### config.mk
export PLATFORM = sky130hd
export DESIGN_NAME = btb_update_ctrl
export DESIGN_NICKNAME = d
export VERILOG_FILES = /design/src/rtl/btb_update_ctrl.sv
export SDC_FILE = /design/constraint.sdc
export NUM_CORES = 1
export LEC_CHECK = 0
export CAP_MARGIN = 20
export CORE_MARGIN = 8
export CORE_UTILIZATION = 40
export CTS_CLUSTER_DIAMETER = 30
export DETAILED_ROUTE_END_ITERATION = 8
export RECOVER_POWER = 50
export SKIP_CTS_REPAIR_TIMING = 1
export SLEW_MARGIN = 20
export SYNTH_ARGS = -nofsm -noshare
export SYNTH_HDL_FRONTEND = slang
export SYNTH_SLANG_ARGS = --single-unit
### constraint.sdc
create_clock -name clk -period 8.8 [get_ports clk]
set_input_delay 1.76 -clock clk [delete_from_list [all_inputs] [get_ports clk]]
set_output_delay 1.76 -clock clk [all_outputs]
set_load 0.1 [all_outputs]
### src/rtl/btb_update_ctrl.sv
// ============================================================================
//  Module      : btb_update_ctrl
//  Description : Tracks BTB predictions from fetch in an in-order FIFO and
//                resolves them against EX outcomes. Produces registered BTB
//                update controls, pipeline flush and redirect PC.
//                Optional macro BTB_PERF_CNT_EN adds saturating perf counters.
//  Revision    : 1.0 - initial release
// ============================================================================
`default_nettype none

module btb_update_ctrl #(
    parameter  int DEPTH = 4,
    localparam int PTR_W = $clog2(DEPTH)
) (
    input  logic        clk,
    input  logic        rst,
    input  logic        if_valid,
    input  logic [31:0] if_pc,
    input  logic        btb_valid,
    input  logic        btb_taken,
    input  logic [31:0] btb_target,
    input  logic        ex_valid,
    input  logic [31:0] ex_pc,
    input  logic        ex_is_branch,
    input  logic        ex_taken,
    input  logic [31:0] ex_target,
    output logic        fetch_stall,
    output logic        update,
    output logic [31:0] update_pc,
    output logic [31:0] update_target,
    output logic        mispredicted,
    output logic        flush,
    output logic [31:0] redirect_pc,
`ifdef BTB_PERF_CNT_EN
    output logic [31:0] perf_branches,
    output logic [31:0] perf_mispredicts,
`endif
    output logic        pc_mismatch
);

    localparam logic [PTR_W:0] c_full_cnt = (PTR_W + 1)'(DEPTH);
    localparam logic [PTR_W:0] c_one_cnt  = (PTR_W + 1)'(1);
    localparam logic [PTR_W-1:0] c_one_ptr = PTR_W'(1);

    // Tracking storage (data only, no reset needed)
    logic [31:0]      r_pc_mem  [DEPTH];
    logic             r_tk_mem  [DEPTH];
    logic [31:0]      r_tgt_mem [DEPTH];

    logic [PTR_W-1:0] r_wr_ptr;
    logic [PTR_W-1:0] r_rd_ptr;
    logic [PTR_W:0]   r_count;

    logic             r_update;
    logic [31:0]      r_update_pc;
    logic [31:0]      r_update_target;
    logic             r_mispredicted;
    logic             r_flush;
    logic [31:0]      r_redirect_pc;
    logic             r_pc_mismatch;

    logic             w_full;
    logic             w_pop;
    logic             w_push;
    logic             w_kill;
    logic [31:0]      w_head_pc;
    logic             w_head_tk;
    logic [31:0]      w_head_tgt;
    logic [31:0]      w_pred_next;
    logic [31:0]      w_act_next;
    logic             w_miss;

    assign w_full     = (r_count == c_full_cnt);
    assign w_head_pc  = r_pc_mem[r_rd_ptr];
    assign w_head_tk  = r_tk_mem[r_rd_ptr];
    assign w_head_tgt = r_tgt_mem[r_rd_ptr];

    assign w_pop       = ex_valid & (r_count != '0);
    assign w_pred_next = w_head_tk ? w_head_tgt : (w_head_pc + 32'd4);
    assign w_act_next  = (ex_is_branch & ex_taken) ? ex_target : (ex_pc + 32'd4);
    assign w_miss      = (w_pred_next != w_act_next);
    assign w_kill      = w_pop & w_miss;

    // A pop frees a slot in the same cycle, so a full FIFO still accepts a
    // push alongside a pop. The registered flush acts as flush_pending.
    assign w_push = if_valid & (~w_full | w_pop) & ~r_flush & ~w_kill;

    always_ff @(posedge clk) begin
        if (w_push) begin
            r_pc_mem[r_wr_ptr]  <= if_pc;
            r_tk_mem[r_wr_ptr]  <= btb_valid & btb_taken;
            r_tgt_mem[r_wr_ptr] <= btb_target;
        end
    end

    always_ff @(posedge clk or posedge rst) begin
        if (rst) begin
            r_wr_ptr <= '0;
            r_rd_ptr <= '0;
            r_count  <= '0;
        end else if (w_kill) begin
            r_wr_ptr <= '0;
            r_rd_ptr <= '0;
            r_count  <= '0;
        end else begin
            if (w_push) begin
                r_wr_ptr <= r_wr_ptr + c_one_ptr;
            end
            if (w_pop) begin
                r_rd_ptr <= r_rd_ptr + c_one_ptr;
            end
            case ({w_push, w_pop})
                2'b10:   r_count <= r_count + c_one_cnt;
                2'b01:   r_count <= r_count - c_one_cnt;
                default: r_count <= r_count;
            endcase
        end
    end

    always_ff @(posedge clk or posedge rst) begin
        if (rst) begin
            r_update        <= 1'b0;
            r_update_pc     <= '0;
            r_update_target <= '0;
            r_mispredicted  <= 1'b0;
            r_flush         <= 1'b0;
            r_redirect_pc   <= '0;
            r_pc_mismatch   <= 1'b0;
        end else begin
            r_update       <= w_pop & ex_is_branch;
            r_mispredicted <= w_kill;
            r_flush        <= w_kill;
            if (w_pop & ex_is_branch) begin
                r_update_pc     <= ex_pc;
                r_update_target <= ex_target;
            end
            if (w_kill) begin
                r_redirect_pc <= w_act_next;
            end
            if (w_pop && (ex_pc != w_head_pc)) begin
                r_pc_mismatch <= 1'b1;
            end
        end
    end

`ifdef BTB_PERF_CNT_EN
    logic [31:0] r_perf_branches;
    logic [31:0] r_perf_mispredicts;

    // Non-branch flushes never raise update, so they count in neither.
    always_ff @(posedge clk or posedge rst) begin
        if (rst) begin
            r_perf_branches    <= '0;
            r_perf_mispredicts <= '0;
        end else begin
            if (r_update && (r_perf_branches != '1)) begin
                r_perf_branches <= r_perf_branches + 32'd1;
            end
            if (r_update && r_mispredicted && (r_perf_mispredicts != '1)) begin
                r_perf_mispredicts <= r_perf_mispredicts + 32'd1;
            end
        end
    end

    assign perf_branches    = r_perf_branches;
    assign perf_mispredicts = r_perf_mispredicts;
`endif

    assign fetch_stall   = w_full;
    assign update        = r_update;
    assign update_pc     = r_update_pc;
    assign update_target = r_update_target;
    assign mispredicted  = r_mispredicted;
    assign flush         = r_flush;
    assign redirect_pc   = r_redirect_pc;
    assign pc_mismatch   = r_pc_mismatch;

endmodule

`default_nettype wire

==> results.yml <==
critical_path:
  crit_arrival_ns: 7.55
  rr_startpoint: "r_rd_ptr[0]"
  end_kind: "flip-flop"
  path_class: "reg2reg"
  worstPathMaxFanout: 65
  startpoint_type: "flip-flop"
  cp.required_ns: 9.01
  cp-startpoint: "r_rd_ptr[0]"
floorplan:
  die_y_um: 221.7
  ios: 237
  core_area_mm2: 0.04185
  die_area_mm2: 0.04913
  die_w_um: 221.7
  start_util_pct: 40.42
  num_rows: 75
global_route:
  grt_pass1_vias: 11408
  antenna_found_initial: 11
  grt_pass1_wl_um: 74750
  grtUsageTotal_pct: 19.84
  grt_max_degree: 68
  overflow: 0
synth:
  syn-instance-count: 1122
  synthXorXnorAreaFrac_pct: 4.977
  synth_top_cell_by_area: "edfxtp_1"
  seq_area_frac_synth_pct: 61.83
  synth_top_family_by_area: "multiplexers"
  synthTopCellsByArea: "edfxtp_1 46%, dfrtp_1 16%, mux4_2 8.7%"
  synthMuxAreaShare_pct: 16.79
  ys_types: 71
  synth-seq-cells: 366
  yosys_warnings: 0
  synth_area_mm2: 0.01692
  synth-adder-area-share_pct: 0.6360
  syn-num-nets: 1266
  synth_top_area_share_pct: 46.15
  async_reset_ff_share_pct: 28.96
  postSynthAreaPerCell_um2: 15.08
  yosys_most_used_dff: "edfxtp_1"
  synth_edf_count: 260
  yosys.area_share.simple_pct: 8.926
  synth_compound_area_share_pct: 4.348
power:
  power_density_mw_per_mm2: 377.9
  power_w: 0.008417
  leakagePower_nw: 7.805
  ir_drop_uv: 233.8
detailed_routing:
  drc: 0
  dr.pass1.iters: 5
  vias_per_cell: 5.545
  wl_per_cell_um: 24.75
  drt_iter0_drc: 920
  drtAntennaViolNets: 0
  vias: 11012
  drt-total-wl_um: 49150
placement:
  globalplace.congestion: 0.9564
  dp_hpwl_um: 34770
  dp_slack_ns: 1.405
  dpl_cell_area_mm2: 0.01984
  portBuffers: 236
layout:
  design_area_mm2: 0.02228
  syn_to_final_growth_pct: 31.66
  drive_gt1_share_pct: 21.11
  most-common-layout-cells: "260 x edfxtp_1, 169 x clkdlybuf4s50_1, 104 x dfrtp_1, 77 x clkbuf_16, 72 x xnor2_1"
  seqCellArea_mm2: 0.01047
  multi_input_comb_area_mm2: 0.006077
  final_common_cell: "edfxtp_1"
  num-fill-cells: 3448
  nNetsFinal: 1529
timing:
  rsz0062_at_grt: "no"
  setup_tns_ns: 0
  setup_viol: 0
  slew_headroom_pct: -147.5
  period_minus_slack_ns: 7.338
  slew_violations: 135
  max_freq_mhz: 136.3
  hold_viol: 0
  timing.final.crit_share_pct: 83.39
  clock_skew_ns: 0.02095
  worst_pin_slew_ns: 3.713
  setup_slack_ns: 1.462
clocking:
  clockRootBuffer: "clkbuf_16"
  cts.reportedPaths.clkPinSlew_ns: 0.05
  htreeDepth: 3
  clockBufferDepth: 3
  cts_sinks: 366
  cts_tree: "yes"
  clk_latency_ns: 0.58
  cts_buffers: 74
worst_hold_path:
  hold_start: "pc_mismatch"
  hold_path_class: "reg2reg"
run_status:
  status: "finished with violations"
  violations: "max-capacitance violations, max-slew violations"
run:
  maxCapViolations: 3
## synthesized netlist by cell type (all sizes together) (2+ instances only)
cell,number
a211o,5
a21boi,2
a21o,3
a21oi,18
a221oi,2
a311oi,2
a31o,2
a31oi,14
a32oi,2
and2,9
and3,11
and4,12
buf,27
clkbuf,37
dfrtp,106
edfxtp,260
ha,7
inv,25
mux2,90
mux2i,30
mux4,65
nand2,55
nand2b,8
nand3,36
nand3b,3
nand4,26
nor2,47
nor3,16
nor3b,2
nor4,19
o2111ai,3
o211ai,3
o21ai,22
o311a,2
o311ai,3
o31a,4
o31ai,11
or2,3
or3,9
or4,14
or4b,3
xnor2,72
xnor3,2
xor2,19
## power breakdown
group / leakage (nW) / switching [W] / internal [W]
clock: 1.19 / 0.000903 / 0.00178
sequential: 3.61 / 0.000176 / 0.00227
combinational: 3.00 / 0.00242 / 0.000880
## state kept, by name, summed over array words and instances (netlist names)
name,count
r_count,3
r_tgt_mem,128
r_wr_ptr,2
pc_mismatch,1
r_pc_mem,128
update,1
r_tk_mem,4
redirect_pc,32
flush,1
r_rd_ptr,2
update_target,32
update_pc,32
## layout make-up
cell class	count	share of cell area, %
clock inverter	46	1.955
clock buffer	90	9.004
multi-input combinational	667	27.28
sequential	366	46.98
antenna	2	0.02247
tap	539	3.028
inverter	25	0.4269
timing repair buffer	251	11.30
## worst max-delay path: stages, from the launching register on
cell and delay [ns]:
dfrtp_4 0.74, clkbuf_1 1.66, mux4_2 0.68, nand3_1 0.38, nor4_2 0.87, nor2_1 0.11, a311oi_1 0.43, xnor2_1 0.10
or4_1 0.54, nor4_4 0.27, a21oi_4 0.09, buf_4 0.40, nor2_4 0.22, buf_12 0.34
## per-layer routing
| metal | global-route usage (%) | up-vias | share of wire, % |
|---|---|---|---|
| li1 | - | 4925 | - |
| met1 | 26.26 | 5518 | 44 |
| met2 | 31.02 | 440 | 46 |
| met3 | 5.555 | 109 | 6.9 |
| met4 | 7.099 | 20 | 2.8 |
| met5 | 0 | - | 0.23 |
## per-stage QoR
step / instances / utilization [%] / hold WS [ns]
floorplan: 1122 / - / 0.5242
global placement: 1848 / 47.40 / 0.4633
detailed placement: 1848 / 47.40 / 0.4782
CTS: 1984 / 53.23 / 0.4885
global route: 1984 / 53.21 / 0.5024
finish: 1986 / 53.22 / 0.4893
## cell families (layout without fill, tap and decap cells)
family                     after synthesis  in the layout
DFF                                    366            366
and+or+nand+nor                        274            274
muxes                                  185            185
AOI/OAI and AO/OA                      107            107
xor gates and xnor gates                93             93
buffers and inverters                   89            412
adders and majority gates                8              8
other                                    0              2
## path summary, 6_finish.rpt
check | endpoint | slack (ns) | depth (start not counted)
worst min-delay path | pc_mismatch | 0.49 | 1
worst min register to register | pc_mismatch | 0.49 | 1
min in group asynchronous | update_target[6] | 2.14 | 2
worst max register to register | r_tgt_mem[1][3] | 1.46 | 13
max in group asynchronous | r_rd_ptr[0] | 4.88 | 3
worst max-delay path | r_tgt_mem[1][3] | 1.46 | 13
Note: power is estimated with default switching activity, not from simulation.
